## src/rtl/matrix_feeder.sv

```systemverilog
// Operand buffers, skewed A/B streams and result capture for a 4x4
// output-stationary systolic array; one multiply per start pulse.
module matrix_feeder #(
  parameter int DRAIN_CYCLES = 6
) (
  input  logic        clk,
  input  logic        reset,
  input  logic        ld_valid,
  input  logic        ld_sel,
  input  logic [3:0]  ld_addr,
  input  logic [7:0]  ld_data,
  input  logic        start,
  output logic [7:0]  a1,
  output logic [7:0]  a2,
  output logic [7:0]  a3,
  output logic [7:0]  a4,
  output logic [7:0]  b1,
  output logic [7:0]  b2,
  output logic [7:0]  b3,
  output logic [7:0]  b4,
  output logic        arr_clr,
  input  logic [16:0] c1,
  input  logic [16:0] c2,
  input  logic [16:0] c3,
  input  logic [16:0] c4,
  input  logic [16:0] c5,
  input  logic [16:0] c6,
  input  logic [16:0] c7,
  input  logic [16:0] c8,
  input  logic [16:0] c9,
  input  logic [16:0] c10,
  input  logic [16:0] c11,
  input  logic [16:0] c12,
  input  logic [16:0] c13,
  input  logic [16:0] c14,
  input  logic [16:0] c15,
  input  logic [16:0] c16,
  input  logic [3:0]  rd_addr,
  output logic [16:0] rd_data,
  output logic        busy,
  output logic        done
);

  typedef enum logic [2:0] {
    IDLE, CLEAR, FEED, DRAIN, CAPTURE, DONE
  } state_t;

  localparam logic [7:0] FEED_LAST  = 8'd6;
  localparam logic [7:0] DRAIN_LAST = 8'(DRAIN_CYCLES - 1);

  state_t      state, state_nxt;
  logic [7:0]  cnt, cnt_nxt;
  logic [7:0]  amem [16];
  logic [7:0]  bmem [16];
  logic [16:0] res  [16];
  logic [16:0] c_in [16];
  logic [7:0]  a_q  [4];
  logic [7:0]  b_q  [4];
  logic [7:0]  a_n  [4];
  logic [7:0]  b_n  [4];

  assign c_in[0]  = c1;
  assign c_in[1]  = c2;
  assign c_in[2]  = c3;
  assign c_in[3]  = c4;
  assign c_in[4]  = c5;
  assign c_in[5]  = c6;
  assign c_in[6]  = c7;
  assign c_in[7]  = c8;
  assign c_in[8]  = c9;
  assign c_in[9]  = c10;
  assign c_in[10] = c11;
  assign c_in[11] = c12;
  assign c_in[12] = c13;
  assign c_in[13] = c14;
  assign c_in[14] = c15;
  assign c_in[15] = c16;

  always_comb begin
    state_nxt = state;
    cnt_nxt   = cnt;
    unique case (state)
      IDLE: begin
        if (start) state_nxt = CLEAR;
      end
      CLEAR: begin
        state_nxt = FEED;
        cnt_nxt   = '0;
      end
      FEED: begin
        if (cnt == FEED_LAST) begin
          cnt_nxt   = '0;
          state_nxt = (DRAIN_CYCLES == 0) ? CAPTURE : DRAIN;
        end else begin
          cnt_nxt = cnt + 8'd1;
        end
      end
      DRAIN: begin
        if (cnt == DRAIN_LAST) state_nxt = CAPTURE;
        else cnt_nxt = cnt + 8'd1;
      end
      CAPTURE: state_nxt = DONE;
      DONE:    state_nxt = IDLE;
      default: state_nxt = IDLE;
    endcase
  end

  // Stream values are chosen for the upcoming step so they are
  // registered and stable for the whole FEED cycle they belong to.
  always_comb begin
    for (int i = 0; i < 4; i++) begin
      a_n[i] = '0;
      b_n[i] = '0;
    end
    if (state_nxt == FEED) begin
      for (int i = 0; i < 4; i++) begin
        for (int k = 0; k < 4; k++) begin
          if (int'(cnt_nxt) == i + k) begin
            a_n[i] = amem[4'(i * 4 + k)];
            b_n[i] = bmem[4'(k * 4 + i)];
          end
        end
      end
    end
  end

  always_ff @(posedge clk or negedge reset) begin
    if (!reset) begin
      state <= IDLE;
      cnt   <= '0;
      for (int i = 0; i < 4; i++) begin
        a_q[i] <= '0;
        b_q[i] <= '0;
      end
    end else begin
      state <= state_nxt;
      cnt   <= cnt_nxt;
      for (int i = 0; i < 4; i++) begin
        a_q[i] <= a_n[i];
        b_q[i] <= b_n[i];
      end
    end
  end

  always_ff @(posedge clk or negedge reset) begin
    if (!reset) begin
      for (int k = 0; k < 16; k++) begin
        amem[k] <= '0;
        bmem[k] <= '0;
      end
    end else if (ld_valid && state == IDLE) begin
      if (ld_sel) bmem[ld_addr] <= ld_data;
      else amem[ld_addr] <= ld_data;
    end
  end

  // Array ports are column-major; the buffer is row-major.
  always_ff @(posedge clk or negedge reset) begin
    if (!reset) begin
      for (int k = 0; k < 16; k++) res[k] <= '0;
    end else if (state == CAPTURE) begin
      for (int r = 0; r < 4; r++) begin
        for (int c = 0; c < 4; c++) begin
          res[4'(r * 4 + c)] <= c_in[4'(c * 4 + r)];
        end
      end
    end
  end

  assign a1 = a_q[0];
  assign a2 = a_q[1];
  assign a3 = a_q[2];
  assign a4 = a_q[3];
  assign b1 = b_q[0];
  assign b2 = b_q[1];
  assign b3 = b_q[2];
  assign b4 = b_q[3];

  assign arr_clr = (state == CLEAR);
  assign busy    = (state != IDLE);
  assign done    = (state == DONE);
  assign rd_data = res[rd_addr];

endmodule

```

## config.mk

```make
export PLATFORM = sky130hd
export DESIGN_NAME = matrix_feeder
export DESIGN_NICKNAME = d
export VERILOG_FILES = /design/src/rtl/matrix_feeder.sv
export SDC_FILE = /design/constraint.sdc
export NUM_CORES = 1
export LEC_CHECK = 0
export CORE_UTILIZATION = 40
export CTS_CLUSTER_DIAMETER = 40
export DETAILED_ROUTE_END_ITERATION = 8
export PLACE_DENSITY = 0.71
export SLEW_MARGIN = 20
export SYNTH_ARGS = -nofsm -noshare
export SYNTH_HDL_FRONTEND = slang
export SYNTH_SLANG_ARGS = --single-unit
```

## constraint.sdc

```tcl
create_clock -name clk -period 6.14 [get_ports clk]
set_input_delay 0.921 -clock clk [delete_from_list [all_inputs] [get_ports clk]]
set_output_delay 0.921 -clock clk [all_outputs]
set_load 0.01 [all_outputs]
```

[Yosys cells after proc, flatten, opt, wreduce, memory -nomap -nowiden]
Cells that the tools add are included.
Storage, ports and cells
  register bits after elaboration: 399
  bits of input ports: 293
  output and inout bits: 84
Cells by class
  $add $sub $neg: 1
  order comparisons: 3
  equal/unequal tests: 14
  mux-type cells: 48
  bitwise gates (word level): 3
  reduce and logical (&&, ||, !) cells: 7
Operators with widths (number)
  8-bit 2-to-1 mux: 35
  128-bit bitwise mux: 2
  17-bit binary-select mux with 4-bit select: 1
  32-bit 2-to-1 mux: 2
  17-bit 2-to-1 mux: 2
  8-bit demux with 4-bit select: 1
  8-bit by 3-bit == test with 1-bit output (second input constant): 4
  8-bit by 4-bit == test with 1-bit output (second input constant): 3
  8-bit case mux with 3 select lines: 1
  3-bit case mux with 5 select lines: 1
  5-bit >= comparator (second input constant): 2
  4-bit NOT with 5-bit output: 2
  3-bit by 2-bit == test with 1-bit output (second input constant): 3
  3-bit 2-to-1 mux: 3
  8-bit by 1-bit adder with 8-bit output (second input constant): 1
  8-bit by 2-bit == test with 1-bit output (second input constant): 1
  8-bit logical NOT: 1
  3-bit == test (second input constant): 2
  5-bit by 1-bit < comparator with 1-bit output (second input constant): 1
  2-bit AND reduction: 2
  3-bit by 1-bit == test with 1-bit output (second input constant): 1
  3-bit logical NOT: 1
  3-bit nonzero test: 1
  1-bit logical AND: 2
  1-bit NOT: 1

[Logic depth before layout (Yosys ltp)]
Gate-level depths: netlist of the first run.
  word-level depth: 9
  gate-level depth with buffers: 10

[Worst setup path before layout of the first run]
OpenSTA, ideal clock, no wires.
  path kind: input-to-output
  from: input rd_addr[0]
  to: output rd_data[11]
  arrival time: 2.608 ns
  required time: 5.219 ns
  slack: 2.611 ns
  stages on the path: 4
  cell sequence: clkbuf_1 > buf_1 > mux4_2 > nor2b_1
Between the ends
  cells in the longest elaborated chain, start to end: 4
Ends and longest elaborated chain
  start: declaration: line 38  | input logic [3:0] rd_addr,
  4-bit NOT with 5-bit output (not written as such): line 182  | assign rd_data = res[rd_addr];
  17-bit binary-select mux with 4-bit select: line 182
  17-bit 2-to-1 mux (not written as such) (2 in a row): line 182
  end: declaration: line 39  | output logic [16:0] rd_data,
No other way between the ends. The select of a mux whose other input is x is not followed.

[Worst setup path after layout of the first run]
  from: input rd_addr[0]
  to: output rd_data[5]
Same word-level chain as after synthesis.

==> qor.yml, run 1 <==
run_status:
  status: "finished, final reports clean"
cts:
  cts_max_level: 2
  cts_buffer_depth: 3
  postCtsSetupRepairBufs: 0
  clock_latency_ns: 0.52
  cts.sinks: 255
  numCtsBuffers: 36
  ctsRootBufferMaster: "clkbuf_16"
  cts.clk_slew.worst_paths_ns: 0.06
  cts_resized: 0
  cts_tree: "built"
  ctsHoldBuffers: 0
floorplan:
  die_area_um2: 29030
  die_y_um: 170.4
  ios: 377
  die_x_um: 170.4
  start_util: 0.4071
  design.core.area_um2: 27860
  num_rows: 61
pwr:
  p_comb_frac: 0.298
  p_leak_nw: 6.149
  clkPwrFrac: 0.351
  powerDensity_nw_per_um2: 416.4
  swShare: 0.3507
  intPower_mw: 3.894
  vdd_ir_drop_max_mv: 0.2916
  p_sw_mw: 2.104
  power_mw: 5.997
  pwr-share-seq: 0.350
final_layout:
  fillers: 2347
  fin_nets: 1298
  area_growth_syn_to_layout_pct: 27.02
  fin_area_um2: 14400
  final_common_cell: "dfrtp_1"
  drive_gt1_frac: 0.2990
  num_antenna_cells: 0
  layout_common_cells: "255 x dfrtp_1, 196 x mux2_2, 155 x clkdlybuf4s50_1"
routing:
  vias: 7673
  detail_route.first_pass.iterations: 5
  vias_per_cell: 5.450
  wl_per_cell_um: 19.59
  first_iter_violations: 479
  wirelength_um: 27580
  drcViolationCount: 0
  ant_nets: 0
critical_path:
  crit_type: "primary input to output pin"
  crit_end: "rd_data[5]"
  crit_family: "buffers and inverters"
  rrSetupSlack_ns: 2.32
  cp_slowest_stage_delay_ns: 0.96
  required_ns: 5.22
  rr_worst_depth: 7
  path_buf_inv: 3
  cp_max_fo: 10
  startpoint: "rd_addr[0]"
  startpoint_type: "primary input"
  worst_path_most_repeated_cell: "clkdlybuf4s50_1"
  r2r_start: "state[1]"
  worstSetupEndpointType: "output pin"
  cp_num_cells: 5
  timing.rr.end: "a1[3]"
  cp.arrival_ns: 3.41
  crit_slowest_cell: "clkdlybuf4s50_1"
  path_cells: "clkdlybuf4s50_1 > buf_4 > mux4_2 > nor2b_1 > clkdlybuf4s50_1"
sta:
  fmax_ghz: 0.2312
  grt_setup_unrepaired: "false"
  worst_pin_slew_ns: 0.9514
  slew_headroom: 0.3637
  hold_violations: 0
  tns_ns: 0
  skew_ns: 0.02644
  fin_crit_sh: 0.7046
  slew_viol_final: 0
  setup_violations: 0
  min_period_ns: 4.326
synth:
  synth_top_cell_by_area: "dfrtp_1"
  postSynth.asyncResetShare: 1.000
  syn_inst: 861
  synthTopCellsByArea: "dfrtp_1 56%, mux2_2 19%, mux4_2 3.4%"
  synth_ff_type: "dfrtp_1"
  synth_area_um2: 11340
  synth-edff-count: 0
  yosysUniqueCellTypes: 62
  synth-seq-cells: 255
  synth_warnings: 136
  synth_top_cell_area_share: 0.5627
  synth-seq-area-share: 0.5627
  syn_area_per_cell_um2: 13.17
placed_design:
  placed_area_um2: 13140
  place.port_buffers: 156
  hpwl_um: 17130
  place.gp.congestion: 0.8077
run:
  maxCapViolations: 0
global_route:
  antenna_found_initial: 0
  grt_pass1_vias: 7769
  grt-ovfl-total: 0
  track_usage: 0.1927
  grt_pass1_wl_um: 43660
  grt_max_degree: 109
worst_hold_path:
  hp-class: "primary input to async pin"
sequential cells by signal, indices dropped and copies added, names as in the netlist, 8 cells and up:
signal  flops
b1          8
b4          8
bmem       64
b2          8
cnt         8
res        68
b3          8
a2          8
amem       64
a1          8
cell type report:
type,count,area [µm²],share of cell area
multi-input cells,535,4612,0.3202
clock inverters,20,252.7,0.01755
well taps,378,473.0,0.03284
clock buffers,46,1010,0.07010
inverters,7,26.28,0.001824
flip-flops and latches,255,6381,0.4430
repair buffers,167,1649,0.1145
power by group through the flow:
| stage | clock network (mW) | logic, mW | registers [mW] |
|---|---|---|---|
| after detailed placement | 0 | 1.78 | 2.13 |
| after global routing | 2.23 | 1.93 | 2.13 |
| after global placement | 0 | 1.76 | 2.11 |
| after CTS | 2.15 | 1.79 | 2.10 |
| after floorplan | 0 | 1.25 | 2.07 |
| final | 2.11 | 1.79 | 2.10 |
metrics by stage:
stage               hold WS, ns    util  setup slack [ns]  std cells
CTS                      0.4887  0.5170             1.750       1408
global route             0.5066  0.5170             1.635       1408
finish                   0.4555  0.5170             1.814       1408
floorplan                0.4725       -             2.611        876
detailed placement       0.4868  0.4717             1.756       1342
global placement         0.4797  0.4717             1.764       1342
logic make-up (layout without fill, tap and decap cells):
kind of cell,after synthesis,count (layout),share of synthesized area
muxes,214,214,0.2293
xor gates and xnor gates,5,5,0.003862
other,1,16,0.0003307
AOI/OAI and AO/OA,99,99,0.06874
and+or+nand+nor,198,198,0.09577
DFF,255,255,0.5627
adders and majority gates,3,3,0.003311
buffers and inverters,86,240,0.03597
layer usage:
metal / share of wire / track usage / wire, µm
met2: 0.45 / 0.2908 / 12380
met1: 0.45 / 0.2687 / 12330
met4: 0.019 / 0.05445 / 537
met5: 0 / 0 / 0
met3: 0.085 / 0.05674 / 2334
worst min-delay path by stage:
stage / startpoint / endpoint / slack (ns) / depth (start not counted)
2_1_floorplan: amem[104] / amem[104] / 0.47 / 1
3_3_place_gp: amem[109] / amem[109] / 0.48 / 1
3_5_place_dp: amem[107] / amem[107] / 0.49 / 1
4_1_cts: reset / bmem[93] / 0.49 / 1
5_1_grt: amem[106] / amem[106] / 0.51 / 1
6_report: reset / b1[5] / 0.46 / 1
cell usage after synthesis (3+ instances only):
cell      instances
dfrtp_1         255
mux2_2          196
nand3_1          48
clkbuf_1         44
nand2_1          37
nand4_1          27
nor2_1           21
nor2b_1          18
buf_4            17
mux4_2           17
o21ai_0          17
a21oi_1          16
o22ai_1          16
buf_2            11
or3_1            11
nor4_1           10
a211o_1           8
a311oi_1          8
o2111a_1          8
buf_1             6
nand2b_1          6
and2_1            4
inv_1             4
xor2_1            4
ha_1              3
nor3b_1           3
o31a_1            3
worst reg2reg max path: stages, from the launching register on:
cell and delay (ns):
dfrtp_1 0.53, o21bai_1 0.66, a32o_1 0.70, nor2_4 0.03, buf_4 0.28, inv_2 0.57, o2111ai_4 0.51, o2111a_1 0.44
(Power assumes the default switching activity.)
==> run 2, diff against run 1 <==
==> constraint.sdc (replaced) <==
create_clock -name clk -period 4.4 [get_ports clk]
set_input_delay 0.66 -clock clk [delete_from_list [all_inputs] [get_ports clk]]
set_output_delay 0.66 -clock clk [all_outputs]
set_load 0.01 [all_outputs]
==> qor.yml, run 2 (same netlist as run 1, synthesis figures left out) <==
floorplan:
  die_y_um: 170.4
  ios: 377
  num_rows: 61
  start_util: 0.4071
  die_x_um: 170.4
  design.core.area_um2: 27860
  die_area_um2: 29030
sta:
  slew_viol_final: 0
  worst_pin_slew_ns: 0.9549
  grt_setup_unrepaired: "false"
  hold_violations: 0
  min_period_ns: 3.608
  fin_crit_sh: 0.8201
  slew_headroom: 0.3634
  setup_slack_ns: 0.7918
  setup_violations: 0
  fmax_ghz: 0.2771
  skew_ns: 0.03777
  tns_ns: 0
routing:
  detail_route.first_pass.iterations: 4
  drcViolationCount: 0
  vias_per_cell: 5.426
  ant_nets: 0
  wirelength_um: 27930
  first_iter_violations: 499
  vias: 7661
  wl_per_cell_um: 19.78
pwr:
  p_leak_nw: 6.198
  vdd_ir_drop_max_mv: 0.6876
  powerDensity_nw_per_um2: 585.9
critical_path:
  required_ns: 3.74
  crit_type: "primary input to output pin"
  startpoint_type: "primary input"
  cp_max_fo: 7
  worstSetupEndpointType: "output pin"
  cp.arrival_ns: 2.95
cts:
  clock_latency_ns: 0.53
  cts_buffer_depth: 3
  cts_resized: 0
  postCtsSetupRepairBufs: 0
  numCtsBuffers: 38
  ctsHoldBuffers: 0
  cts_tree: "built"
  ctsRootBufferMaster: "clkbuf_16"
  cts.clk_slew.worst_paths_ns: 0.06
  cts_max_level: 2
  cts.sinks: 255
final_layout:
  drive_gt1_frac: 0.3037
  largestRegisters: "res x68, amem x64, bmem x64"
  fillers: 2374
  fin_cells: 1412
  multi_input_area_um2: 4612
  final_common_cell: "dfrtp_1"
  largest_reg_flops: 68
  area_growth_syn_to_layout_pct: 27.78
  num_antenna_cells: 0
  layout_common_cells: "255 x dfrtp_1, 196 x mux2_2, 155 x clkdlybuf4s50_1"
  fin_nets: 1305
  regArea_um2: 6381
  regMostFlops: "res"
global_route:
  grt_pass1_vias: 7805
  grt-ovfl-total: 0
  grt_max_degree: 118
  grt_pass1_wl_um: 44070
  antenna_found_initial: 0
  track_usage: 0.1969
run:
  maxCapViolations: 0
worst_hold_path:
  hp-class: "primary input to async pin"
placed_design:
  place.port_buffers: 156
  place.gp.congestion: 0.8092
  pre_cts_slack_ns: 0.7801
  placedCellCount: 1347
  hpwl_um: 17280
run_status:
  status: "finished, final reports clean"
## run 2: area by class of cell
type                    instances  area share
clock inverters                20     0.01796
repair buffers                172      0.1173
clock buffers                  45     0.07167
well taps                     378     0.03264
inverters                       7    0.001813
multi-input cells             535      0.3183
flip-flops and latches        255      0.4404
## run 2: worst paths after layout
path / startpoint / end / slack [ns] / depth (start not counted)
max: rd_addr[0] / rd_data[0] / 0.79 / 5
min: reset / b1[6] / 0.15 / 1
max reg2reg: cnt[4] / a2[3] / 1.03 / 6
min reg2reg: res[199] / res[199] / 0.50 / 1
max in group asynchronous: reset / amem[73] / 3.14 / 2
min in group clk: res[199] / res[199] / 0.50 / 1
## run 2: metrics by stage
stage	power (mW)	hold WS (ns)	instance area (µm²)	util
floorplan	4.629	0.3644	11400	-
global placement	5.409	0.4797	13190	0.4735
detailed placement	5.458	0.4864	13190	0.4735
CTS	8.537	0.2395	14490	0.5201
global route	8.882	0.2582	14490	0.5201
finish	8.490	0.1468	14490	0.5201
## run 2: critical path, stage by stage
cell and delay, ns:
clkdlybuf4s50_1 0.81, buf_4 0.31, mux4_2 0.51, nor2b_1 0.14, clkdlybuf4s50_1 0.51
## run 2: metal layers
metal / routed length, µm / share of wire / vias up / global-route usage
met3: 2150 / 0.077 / 57 / 0.05767
met1: 12610 / 0.45 / 3922 / 0.2689
met5: 0 / 0 / - / 0
li1: - / - / 3429 / -
met2: 12440 / 0.45 / 253 / 0.2981
met4: 730 / 0.026 / 0 / 0.06816
## run 2: power by group
group | internal [mW] | switching (mW) | leakage (nW)
clock network | 1.93 | 1.10 | 0.616
registers | 2.71 | 0.224 | 3.36
logic | 0.902 | 1.63 | 2.22
==> run 3, diff against run 2 <==
--- a/config.mk
+++ b/config.mk
@@ -8,7 +8,7 @@
 export CORE_UTILIZATION = 40
 export CTS_CLUSTER_DIAMETER = 40
 export DETAILED_ROUTE_END_ITERATION = 8
-export PLACE_DENSITY = 0.71
+export PLACE_DENSITY = 0.74
 export SLEW_MARGIN = 20
 export SYNTH_ARGS = -nofsm -noshare
 export SYNTH_HDL_FRONTEND = slang
==> constraint.sdc (replaced) <==
create_clock -name clk -period 3.3 [get_ports clk]
set_input_delay 0.495 -clock clk [delete_from_list [all_inputs] [get_ports clk]]
set_output_delay 0.495 -clock clk [all_outputs]
set_load 0.01 [all_outputs]
==> qor.yml, run 3 (same netlist as run 1, synthesis figures left out) <==
pwr:
  vdd_ir_drop_max_mv: 0.5482
  p_leak_nw: 6.267
  powerDensity_nw_per_um2: 762.7
  power_mw: 11.09
floorplan:
  die_area_um2: 29030
  start_util: 0.4071
  design.core.area_um2: 27860
  die_x_um: 170.4
  num_rows: 61
  ios: 377
  die_y_um: 170.4
final_layout:
  regMostFlops: "res"
  num_antenna_cells: 0
  fin_nets: 1324
  area_growth_syn_to_layout_pct: 28.22
  drive_gt1_frac: 0.3124
  fillers: 2299
  layout_common_cells: "255 x dfrtp_1, 196 x mux2_2, 155 x clkdlybuf4s50_1"
  largest_reg_flops: 68
  fin_area_um2: 14540
  largestRegisters: "res x68, amem x64, bmem x64"
  final_common_cell: "dfrtp_1"
routing:
  drcViolationCount: 0
  wirelength_um: 28200
  vias_per_cell: 5.444
  detail_route.first_pass.iterations: 5
  first_iter_violations: 426
  ant_nets: 0
  wl_per_cell_um: 19.75
  vias: 7774
sta:
  hold_violations: 0
  tns_ns: 0
  min_period_ns: 3.058
  slew_headroom: 0.3864
  grt_setup_unrepaired: "false"
  worst_pin_slew_ns: 0.9175
  fin_crit_sh: 0.9267
  setup_slack_ns: 0.2419
  fmax_ghz: 0.3270
  slew_viol_final: 0
  skew_ns: 0.02139
  setup_violations: 0
cts:
  cts.sinks: 255
  cts_resized: 0
  cts_max_level: 2
  ctsRootBufferMaster: "clkbuf_16"
  cts_buffer_depth: 3
  postCtsSetupRepairBufs: 0
  cts.clk_slew.worst_paths_ns: 0.06
  numCtsBuffers: 34
  clock_latency_ns: 0.50
  ctsHoldBuffers: 0
  cts_tree: "built"
critical_path:
  required_ns: 3.65
  cp_max_fo: 16
  timing.rr.end: "b3[0]"
  cp_slowest_stage_delay_ns: 0.54
  crit_type: "flop to flop"
  path_buf_inv: 0
  worstSetupEndpointType: "flop"
  path_cells: "ha_1 > or4_1 > a2111o_1 > a211oi_4 > o2111ai_4 > o22ai_1"
  rrSetupSlack_ns: 0.24
  r2r_start: "cnt[1]"
  crit_family: "compound AO/OA/AOI/OAI gates"
  cp.arrival_ns: 3.40
  rr_worst_depth: 6
  startpoint_type: "flop"
  crit_slowest_cell: "or4_1"
global_route:
  grt_pass1_wl_um: 44430
  antenna_found_initial: 0
  track_usage: 0.1969
  grt-ovfl-total: 0
  grt_pass1_vias: 7962
  grt_max_degree: 96
placed_design:
  place.port_buffers: 156
  placed_area_um2: 13430
  hpwl_um: 18110
  place.gp.congestion: 0.8277
  pre_cts_slack_ns: 0.2572
run_status:
  status: "finished, final reports clean"
run:
  maxCapViolations: 0
worst_hold_path:
  hp-class: "primary input to async pin"
==> run 3: area by class of cell <==
type | count | area (µm²) | area share
clock buffer | 43 | 945.9 | 0.06505
clock inverter | 15 | 167.7 | 0.01153
inverter | 7 | 26.28 | 0.001807
multi-input combinational | 535 | 4612 | 0.3172
sequential | 255 | 6381 | 0.4389
tap | 378 | 473.0 | 0.03253
timing repair buffer | 195 | 1934 | 0.1330
==> run 3: where the power goes <==
group / switching [mW] / total, mW / leakage, nW / internal, mW
combinational: 2.19 / 3.60 / 2.36 / 1.41
sequential: 0.294 / 3.90 / 3.36 / 3.61
clock: 1.37 / 3.58 / 0.545 / 2.21
==> run 3: worst max-delay path by stage <==
stage                     from  slack, ns           to  cells past startpoint
detailed placement      cnt[1]       0.26        b3[0]                      6
floorplan           rd_addr[0]       0.62  rd_data[11]                      4
global placement    rd_addr[0]       0.28   rd_data[8]                      5
finish                  cnt[1]       0.24        b3[0]                      6
global route            cnt[1]       0.15        b3[0]                      6
CTS                     cnt[1]       0.24        b3[0]                      6
==> run 3: through the flow <==
stage | utilization | cells | hold WS, ns
finish | 0.5219 | 1428 | 0.02873
global route | 0.5219 | 1428 | 0.08556
CTS | 0.5219 | 1428 | 0.07300
detailed placement | 0.4820 | 1370 | 0.4866
global placement | 0.4820 | 1370 | 0.4801
floorplan | - | 876 | 0.1994
==> run 3: per-layer routing <==
metal	vias up	global-route usage	wire (µm)
li1	3469	-	-
met1	3986	0.2700	12620
met2	286	0.3104	12920
met3	33	0.05047	2211
met4	0	0.05014	448
met5	-	0	0
